### src/rtl/gray_stream_decoder.sv
// Gray-coded count receiver: converts accepted Gray samples to binary, classifies each step
// as repeat / legal / illegal, reports direction, and locks into FAULT after too many errors.
module gray_stream_decoder #(
  parameter int unsigned WIDTH   = 4,
  parameter int unsigned MAX_ERR = 3
) (
  input  logic             clk,
  input  logic             rst_n,
  input  logic             clear,
  input  logic [WIDTH-1:0] in_gray,
  input  logic             in_valid,
  output logic             in_ready,
  output logic [WIDTH-1:0] out_bin,
  output logic             out_dir,
  output logic             out_err,
  output logic             out_valid,
  input  logic             out_ready,
  output logic [2:0]       err_cnt,
  output logic             locked
);

  typedef enum logic [1:0] {StIdle, StTrack, StFault} state_e;

  state_e           state_q, state_d;
  logic [WIDTH-1:0] out_bin_q, out_bin_d;
  logic             out_dir_q, out_dir_d;
  logic             out_err_q, out_err_d;
  logic             out_valid_q, out_valid_d;
  logic [2:0]       err_cnt_q, err_cnt_d;
  logic [WIDTH-1:0] last_gray_q, last_gray_d;
  logic [WIDTH-1:0] last_bin_q, last_bin_d;

  logic [WIDTH-1:0] new_bin;
  logic [WIDTH-1:0] bin_inc;
  logic [WIDTH-1:0] diff;
  logic [2:0]       err_cnt_inc;
  logic             accept;
  logic             step_zero;
  logic             step_one;

  assign locked   = (state_q == StFault);
  assign in_ready = locked | ~out_valid_q | out_ready;
  assign accept   = in_valid & in_ready;

  // Binary bit i is the XOR of all Gray bits at or above i.
  always_comb begin
    new_bin = '0;
    for (int i = 0; i < WIDTH; i++) begin
      new_bin[i] = ^(in_gray >> i);
    end
  end

  assign diff        = in_gray ^ last_gray_q;
  assign step_zero   = (diff == '0);
  // Exactly one bit set: nonzero and clearing the lowest set bit leaves nothing.
  assign step_one    = !step_zero && ((diff & (diff - WIDTH'(1))) == '0);
  assign bin_inc     = last_bin_q + WIDTH'(1);
  assign err_cnt_inc = (err_cnt_q == 3'd7) ? err_cnt_q : err_cnt_q + 3'd1;

  always_comb begin
    state_d     = state_q;
    out_bin_d   = out_bin_q;
    out_dir_d   = out_dir_q;
    out_err_d   = out_err_q;
    out_valid_d = out_valid_q;
    err_cnt_d   = err_cnt_q;
    last_gray_d = last_gray_q;
    last_bin_d  = last_bin_q;

    if (out_valid_q && out_ready) begin
      out_valid_d = 1'b0;
    end

    if (clear) begin
      state_d     = StIdle;
      out_bin_d   = '0;
      out_dir_d   = 1'b0;
      out_err_d   = 1'b0;
      out_valid_d = 1'b0;
      err_cnt_d   = '0;
    end else begin
      unique case (state_q)
        StIdle: begin
          if (accept) begin
            out_bin_d   = new_bin;
            out_dir_d   = 1'b1;
            out_err_d   = 1'b0;
            out_valid_d = 1'b1;
            last_gray_d = in_gray;
            last_bin_d  = new_bin;
            state_d     = StTrack;
          end
        end
        StTrack: begin
          if (accept) begin
            out_bin_d   = new_bin;
            out_valid_d = 1'b1;
            out_err_d   = 1'b0;
            last_gray_d = in_gray;
            last_bin_d  = new_bin;
            if (step_one) begin
              out_dir_d = (new_bin == bin_inc);
            end else if (!step_zero) begin
              out_err_d = 1'b1;
              err_cnt_d = err_cnt_inc;
              if (err_cnt_inc == 3'(MAX_ERR)) begin
                state_d = StFault;
              end
            end
          end
        end
        StFault: begin
          // Samples are accepted and discarded; only clear leaves this state.
        end
        default: state_d = StIdle;
      endcase
    end
  end

  always_ff @(posedge clk) begin
    if (!rst_n) begin
      state_q     <= StIdle;
      out_bin_q   <= '0;
      out_dir_q   <= 1'b0;
      out_err_q   <= 1'b0;
      out_valid_q <= 1'b0;
      err_cnt_q   <= '0;
      last_gray_q <= '0;
      last_bin_q  <= '0;
    end else begin
      state_q     <= state_d;
      out_bin_q   <= out_bin_d;
      out_dir_q   <= out_dir_d;
      out_err_q   <= out_err_d;
      out_valid_q <= out_valid_d;
      err_cnt_q   <= err_cnt_d;
      last_gray_q <= last_gray_d;
      last_bin_q  <= last_bin_d;
    end
  end

  assign out_bin   = out_bin_q;
  assign out_dir   = out_dir_q;
  assign out_err   = out_err_q;
  assign out_valid = out_valid_q;
  assign err_cnt   = err_cnt_q;

endmodule

### config.mk
export PLATFORM = sky130hd
export DESIGN_NAME = gray_stream_decoder
export DESIGN_NICKNAME = d
export VERILOG_FILES = /design/src/rtl/gray_stream_decoder.sv
export SDC_FILE = /design/constraint.sdc
export NUM_CORES = 1
export LEC_CHECK = 0
export BUFFER_PORTS_ARGS = -buffer_cell sky130_fd_sc_hd__buf_2
export CORE_UTILIZATION = 56
export DETAILED_ROUTE_END_ITERATION = 8
export PLACE_DENSITY = 0.79
export SLEW_MARGIN = 20
export SYNTH_ARGS = -nofsm -noshare
export SYNTH_HDL_FRONTEND = slang
export SYNTH_SLANG_ARGS = --single-unit
### constraint.sdc
create_clock -name clk -period 2.8 [get_ports clk]
set_input_delay 0.84 -clock clk [delete_from_list [all_inputs] [get_ports clk]]
set_output_delay 0.84 -clock clk [all_outputs]
set_load 0.02 [all_outputs]
# Word-level counts from Yosys, hierarchy flattened
# Index checks and enable logic that the tools add are counted.
# word_totals
reg_bits	20
out_inout_bits	12
# op_classes
addsub	3
n_eq_ne	11
muxes	19
bitwise_logic	11
reduce_logical	19
# ops
operator	count
parity 4 bit	4
!= test 2 bit, second input constant	6
2-to-1 mux 1 bit	10
2-to-1 mux 2 bit	5
logical NOT 4 bit	2
AND reduction 4 bit	2
NOT 1 bit	6
case mux 2 bit (3 select lines)	1
AND reduction 3 bit	2
AND reduction 6 bit	1
adder 4 x 1 -> 4 bit, second input constant	1
bitwise AND 4 bit	1
equality test 4 bit	1
case mux 1 bit (2 select lines)	2
OR reduction 2 bit	2
subtractor 4 x 1 -> 4 bit, second input constant	1
XOR 4 bit	1
adder 3 x 1 -> 3 bit, second input constant	1
equality test 3 x 2 -> 1 bit, second input constant	1
equality test 3 bit, second input constant	1
2-to-1 mux 3 bit	1
equality test 2 x 1 -> 1 bit, second input constant	1
equality test 2 bit, second input constant	1
logical AND 1 bit	2
other kinds (6)	7

# Depth between registers and ports, before layout
# Gate-level depths: netlist of the first run.
# logic_depth
ltp_word	8
ltp_mapped	5

# Worst setup path after synthesis of the first run
# Ideal clock, no wire load.
# synth_timing
kind	input to output
startpoint	input port out_ready
endpoint	output port in_ready
arrival_ns	1.156
t_required_ns	1.960
slack_ns	0.804
path_stages	2
path_buffers	0
path_cell_list	nor2b_1 > nand2_1
# synth_between
elab_chain_cells	1
# synth_rtl
item	line_no	source
from (decl)	17	input logic out_ready,
OR 1 bit	42	assign in_ready = locked | ~out_valid_q | out_ready;
to (decl)	12	output logic in_ready,
# No other way between the ends.

# Worst setup path after layout of the first run
# Ends and elaborated chain as after synthesis.

==> results of run 1 <==
[worst reg2reg max path, delay by kind of cell (launching register included)]
kind / cells / cell delay (ps)
adders and majority gates: 1 / 300
AOI/OAI and AO/OA: 1 / 130
DFF: 1 / 360
and+or+nand+nor: 3 / 820
[layer usage]
layer | global-route usage (%) | vias to the layer above | part of all wire (%)
li1 | - | 436 | -
met3 | 3.27 | 4 | 4.1
met1 | 29.6 | 381 | 52
met2 | 33.2 | 21 | 43
met4 | 10.3 | 0 | 1.3
met5 | 0 | - | 0
[how the worst max path moves through the flow]
stage,start,endpoint,slack (ps),cells past startpoint
detailed placement,in_gray[3],err_cnt[0]$_SDFFE_PP0P_,620,6
global route,out_ready,in_ready,580,4
floorplan,out_ready,in_ready,800,2
CTS,out_ready,in_ready,620,4
global placement,out_ready,in_ready,630,4
finish,out_ready,in_ready,630,4
[kinds of logic (layout without fill, tap and decap cells)]
kind of cell	Yosys count	count (layout)	synth area share (%)
buf+inv	3	27	1.12
flops	19	19	37.8
simple gates	44	44	24.2
fa+ha+maj	3	3	3.60
compound gates	21	21	14.5
mux	6	6	5.96
xor+xnor	13	13	12.8
[per-stage QoR]
stage / setup WS (ps) / cells / area [µm²] / hold WS (ps)
after floorplan: 804 / 109 / 1010 / 473
after global placement: 630 / 153 / 1140 / 441
after detailed placement: 617 / 153 / 1140 / 445
after CTS: 619 / 157 / 1170 / 460
after global routing: 577 / 157 / 1170 / 476
final: 627 / 157 / 1170 / 457
[area by class of cell]
class,instances,share of cell area (%)
Tap cell,24,2.57
Multi-Input combinational cell,87,52.7
Clock buffer,4,2.25
Timing Repair Buffer,21,9.22
Inverter,2,0.643
Sequential cell,19,32.6
[cells in the final DEF (no fill, tap or decap), types with 3 or more instances in the layout]
cell                       instances
sky130_fd_sc_hd__a21oi_1           7
sky130_fd_sc_hd__buf_2            20
sky130_fd_sc_hd__clkbuf_4          3
sky130_fd_sc_hd__dfxtp_1          19
sky130_fd_sc_hd__mux2i_1           6
sky130_fd_sc_hd__nand2_1          12
sky130_fd_sc_hd__nand2b_1          3
sky130_fd_sc_hd__nand3_1           4
sky130_fd_sc_hd__nor2_1            4
sky130_fd_sc_hd__nor2b_1           7
sky130_fd_sc_hd__o211a_1           3
sky130_fd_sc_hd__xnor2_1          10
[registers in the layout (all words and copies together) (netlist names)]
signal,flops
out_err,1
err_cnt,3
last_gray_q,4
last_bin_q,3
out_valid,1
out_dir,1
out_bin,4
state_q,2
[power by group through the flow]
stage | Combinational (mW) | Clock (mW) | Sequential [mW]
after floorplan | 0.0831 | 0 | 0.301
after global placement | 0.115 | 0 | 0.296
after detailed placement | 0.118 | 0 | 0.297
after CTS | 0.118 | 0.141 | 0.290
after global routing | 0.131 | 0.158 | 0.292
final | 0.118 | 0.136 | 0.290
==> parameters.txt, run 1 <==
Parameter                              Value

Outcome
  Outcome ... finished, final reports clean

Yosys
  Total number of yosys warnings ... 0
  Synthesized flop and latch total ... 19
  Syn_area_per_cell ... 9.24 µm²
  Number of instances in the synthesized netlist ... around 110
  Top cells by area, synth ... sky130_fd_sc_hd__dfxtp_1 38%, sky130_fd_sc_hd__xnor2_1 8.7%, sky130_fd_sc_hd__mux2i_1 6.0%
  Synth cell types ... 37
  Seq/Total Area, Yosys ... 37.8%
  Synth async-reset ratio ... 0%
  Count leader, synth ... sky130_fd_sc_hd__dfxtp_1
  Number of nets in the synthesized netlist ... 120
  Share of the synthesized area in the top cell type ... 37.8%
  Top cells by count, synth ... 19 x sky130_fd_sc_hd__dfxtp_1, 12 x sky130_fd_sc_hd__nand2_1, 10 x sky130_fd_sc_hd__xnor2_1
  Most area-hungry cell type in the Yosys netlist ... sky130_fd_sc_hd__dfxtp_1
  Dominant register cell in the synthesized netlist ... sky130_fd_sc_hd__dfxtp_1
  Count of flip-flops with a built-in enable after synthesis ... 0
  Summed instance area of the synthesized netlist ... 0.00101 mm²

Critical path
  Crit path launch type ... primary input
  Worst R2R End ... state_q[1]$_SDFFE_PP0P_
  Kind of end point of the critical path ... output port
  Crit Path Class ... primary input to output port
  Most Frequent Cell on Critical Path ... sky130_fd_sc_hd__buf_2
  Slowest Stage Delay on Critical Path ... between 150 and 200 ps
  Worst setup slack for register-to-register paths ... roughly 1100 ps
  Cells traversed along the worst timing path ... buf_2, nor2b_1, nand2_1, buf_2
  Startpoint of the most critical register-to-register path ... err_cnt[0]$_SDFFE_PP0P_
  Reg2Reg Depth ... 5
  Signal arrival time at the worst endpoint ... around 1300 ps
  Required time at the endpoint of the critical path ... around 2000 ps
  Crit-path leading delay family ... buffers and inverters
  Max Fanout on Critical Path ... 2
  Slowest CP cell ... sky130_fd_sc_hd__nor2b_1
  Buffer and inverter count on the worst path ... 2

Global routing
  Total GRT Usage ... around 22%
  Via count of the first global-routing pass ... just under 800
  Wire length of the first global-routing pass ... around 3.2 mm
  Antenna violations before repair ... 0
  Maximum number of pins on one net before global-route repair ... 11
  Congestion Overflow GR ... 0

Pwr
  Power density normalized to cell area ... 466 mW/mm²
  Net load switching power ... roughly 0.15 mW
  Relative contribution of sequential cells to total power ... 53.3%
  Int Power ... 0.391 mW
  Part of the total power dissipated in the clock network ... 24.9%
  Worst vdd ir ... roughly 0.36 mV
  Combinational Power Share ... 21.7%
  Lkg Pwr ... around 0.50 nW
  Proportion of total power due to net switching ... 28.2%
  Total power after layout ... 0.544 mW

Detailed routing
  Routed via count ... 842
  Final ANT Viol Nets ... 0
  Routed wire length ... 1.79 mm
  Via-to-Cell Ratio ... 5.36
  Remaining design rule violation count ... 0
  WL/cell ... around 11 µm
  Number of iterations in the first detailed-routing pass ... 4
  Number of DRC markers in iteration 0 ... 8

Worst hold path
  Min-Delay Path Depth ... 2
  Hold Path Origin ... out_bin[3]$_SDFFE_PP0P_
  Hold endpoint ... out_bin[3]$_SDFFE_PP0P_
  Worst hold path type ... flop to flop

Clock tree
  CTS tree ... done
  Hold buffer count at CTS ... 0
  CTS max path bufs ... 2
  Clk sink count ... 19
  Post-CTS setup buffer count ... 0
  Number of levels the H-tree was split into ... 1
  Clock Pin Slew Worst Setup and Hold Paths ... 100 ps
  Insertion delay of the later-clocked pin in the worst-skew pair ... 290 ps
  Clk root buf ... sky130_fd_sc_hd__clkbuf_4
  Post-cts gate resize count ... 0
  Number of CTS-inserted buffers ... 3

Floorplanning
  Width of the die ... 44.4 µm
  Number of cell rows ... 14
  Die footprint ... 0.00197 mm²
  Starting density of the core ... 63.2%
  Die Height ... 44.4 µm
  Ports placed on the boundary ... 21
  Core region area ... around 0.0016 mm²

Timing
  Worst slew margin ... 67.2%
  Slew of the pin with the lowest slew margin ... 491 ps
  Maximum clock frequency ... 0.460 GHz
  Total negative setup slack ... 0 ps
  Share of the cycle needed by the critical path after routing ... 77.6%
  Unrepaired setup endpoints after global routing ... no
  Final number of max-transition violations ... 0
  Final setup skew ... 5.36 ps
  Post-layout min period ... 2170 ps
  Number of setup violations in the final report ... 0
  Hold violation total from the final report ... 0

Finish
  Total area of multi-input combinational cells ... 616 µm²
  Fillers ... between 100 and 150
  Final core occ ... 73.2%
  Synthesis-to-layout area growth ... 15.9%
  Net total in the final layout ... 145
  Number of diodes ... 0
  Share of cells above drive strength 1 ... 24.1%
  Reg area ... about 380 µm²

Placed design
  Placer congestion estimate ... ~0.78
  Quantity of I/O buffers inserted on ports ... 20

Job
  Number of maximum-capacitance violations ... 0
Note: power is estimated with default switching activity, not from simulation.
==> run 2, diff against run 1 <==
Settings changed: CORE_UTILIZATION 56 to 52, PLACE_DENSITY 0.79 to 0.74.
Clock period 2.8 ns to 2 ns, I/O delays scaled along.
==> parameters.txt, run 2 (synthesis gave the netlist of run 1 again) <==
Parameter                              Value

Outcome
  Outcome ... finished, final reports clean

Critical path
  Cells traversed along the worst timing path ... nand2b_1, nand2_1, buf_2
  Crit Path Class ... flop to output port
  Slowest Stage Delay on Critical Path ... 450 ps
  Signal arrival time at the worst endpoint ... roughly 1200 ps
  Max Fanout on Critical Path ... 7
  Crit-path leading delay family ... flip-flops
  Slowest CP cell ... sky130_fd_sc_hd__dfxtp_1
  Required time at the endpoint of the critical path ... 1400 ps
  Buffer and inverter count on the worst path ... 1
  Kind of end point of the critical path ... output port
  Crit path launch type ... flop
  Worst setup slack for register-to-register paths ... 300 ps

Placed design
  Cell Area, Placed ... around 0.0012 mm²
  Post-Place Worst Slack ... slightly above 90 ps
  Quantity of I/O buffers inserted on ports ... 20
  Total placed cells including tap cells ... 160
  Placer congestion estimate ... 0.777
  Hpwl dp ... ~1.5 mm

Timing
  Post-layout min period ... 1750 ps
  Final setup skew ... about 2.8 ps
  Slew of the pin with the lowest slew margin ... ~470 ps
  Share of the cycle needed by the critical path after routing ... 87.3%
  Hold violation total from the final report ... 0
  Worst slew margin ... a little under 70%
  Total negative setup slack ... 0 ps
  Maximum clock frequency ... 0.573 GHz
  Worst setup margin ... ~250 ps
  Unrepaired setup endpoints after global routing ... no
  Number of setup violations in the final report ... 0
  Final number of max-transition violations ... 0
  Hold slack ... about 460 ps

Pwr
  Total power after layout ... 0.785 mW
  Worst vdd ir ... 0.397 mV
  Power density normalized to cell area ... 647 mW/mm²
  Lkg Pwr ... 0.529 nW

Floorplanning
  Die Height ... between 40 and 50 µm
  Width of the die ... roughly 46 µm
  Ports placed on the boundary ... 21
  Core region area ... 0.00176 mm²
  Starting density of the core ... between 50% and 60%
  Number of cell rows ... 15
  Die footprint ... 0.00212 mm²

Clock tree
  CTS max path bufs ... 2
  Hold buffer count at CTS ... 0
  Clk root buf ... sky130_fd_sc_hd__clkbuf_4
  Number of levels the H-tree was split into ... 1
  Insertion delay of the later-clocked pin in the worst-skew pair ... 300 ps
  Post-CTS setup buffer count ... 0
  Clock Pin Slew Worst Setup and Hold Paths ... 110 ps
  Number of CTS-inserted buffers ... 3
  CTS tree ... done
  Post-cts gate resize count ... 0
  Clk sink count ... 19

Finish
  Non-filler instance count after layout ... 164
  Number of diodes ... 0
  Share of cells above drive strength 1 ... 27.3%
  Finished Cell Area ... 0.00121 mm²
  Final core occ ... just under 70%
  Synthesis-to-layout area growth ... 20.5%
  Fillers ... 156
  Most common cell after layout, fill and taps aside ... sky130_fd_sc_hd__buf_2
  Net total in the final layout ... around 150
  Commonest non-fill, non-tap cells in the layout ... 20 x sky130_fd_sc_hd__buf_2, 19 x sky130_fd_sc_hd__dfxtp_1, 12 x sky130_fd_sc_hd__nand2_1

Detailed routing
  Number of iterations in the first detailed-routing pass ... 4
  WL/cell ... approximately 12 µm
  Via-to-Cell Ratio ... approximately 5.2
  Number of DRC markers in iteration 0 ... 14
  Remaining design rule violation count ... 0
  Final ANT Viol Nets ... 0
  Routed via count ... between 800 and 900
  Routed wire length ... 1.92 mm

Global routing
  Antenna violations before repair ... 0
  Congestion Overflow GR ... 0
  Maximum number of pins on one net before global-route repair ... 11
  Wire length of the first global-routing pass ... around 3.2 mm
  Via count of the first global-routing pass ... 767
  Total GRT Usage ... 20.9%

Worst hold path
  Worst hold path type ... flop to flop

Job
  Number of maximum-capacitance violations ... 0
run 2: cell count changes in the layout (fill, tap and decap cells not counted), sizes merged:
cell	before	now
buf	21	27
run 2: metal layers:
| metal | GRT usage [%] | vias up | wire length (µm) |
|---|---|---|---|
| li1 | - | 445 | - |
| met4 | 7.06 | 0 | 13 |
| met2 | 34.9 | 25 | 874 |
| met3 | 3.57 | 2 | 102 |
| met1 | 27.0 | 387 | 934 |
| met5 | 0 | - | 0 |
run 2: path summary, 6_finish.rpt:
| kind | end | depth (start not counted) | start |
|---|---|---|---|
| hold / removal | out_bin[1]$_SDFFE_PP0P_ | 2 | out_bin[1]$_SDFFE_PP0P_ |
| setup reg to reg | state_q[1]$_SDFFE_PP0P_ | 5 | err_cnt[0]$_SDFFE_PP0P_ |
| setup / recovery | in_ready | 3 | state_q[0]$_SDFFE_PP0P_ |
| hold reg to reg | out_bin[1]$_SDFFE_PP0P_ | 2 | out_bin[1]$_SDFFE_PP0P_ |
run 2: cell type report:
class                      count  area (µm²)  area share (%)
clock buffer                   4        26.3            2.16
inverter                       2        7.51           0.619
sequential                    19         380            31.3
multi-input combinational     87         616            50.7
tap                           25        31.3            2.58
timing repair buffer          27         153            12.6
run 2: worst min-delay path, delay by kind of cell (launching register included):
family	cells	cell delay (ps)
DFF	1	320
and+or+nand+nor	1	50
AOI/OAI and AO/OA	1	50
run 2: power by group:
group          internal, mW  switching, mW
sequential            0.394         0.0125
combinational        0.0864         0.0919
clock                0.0778          0.123
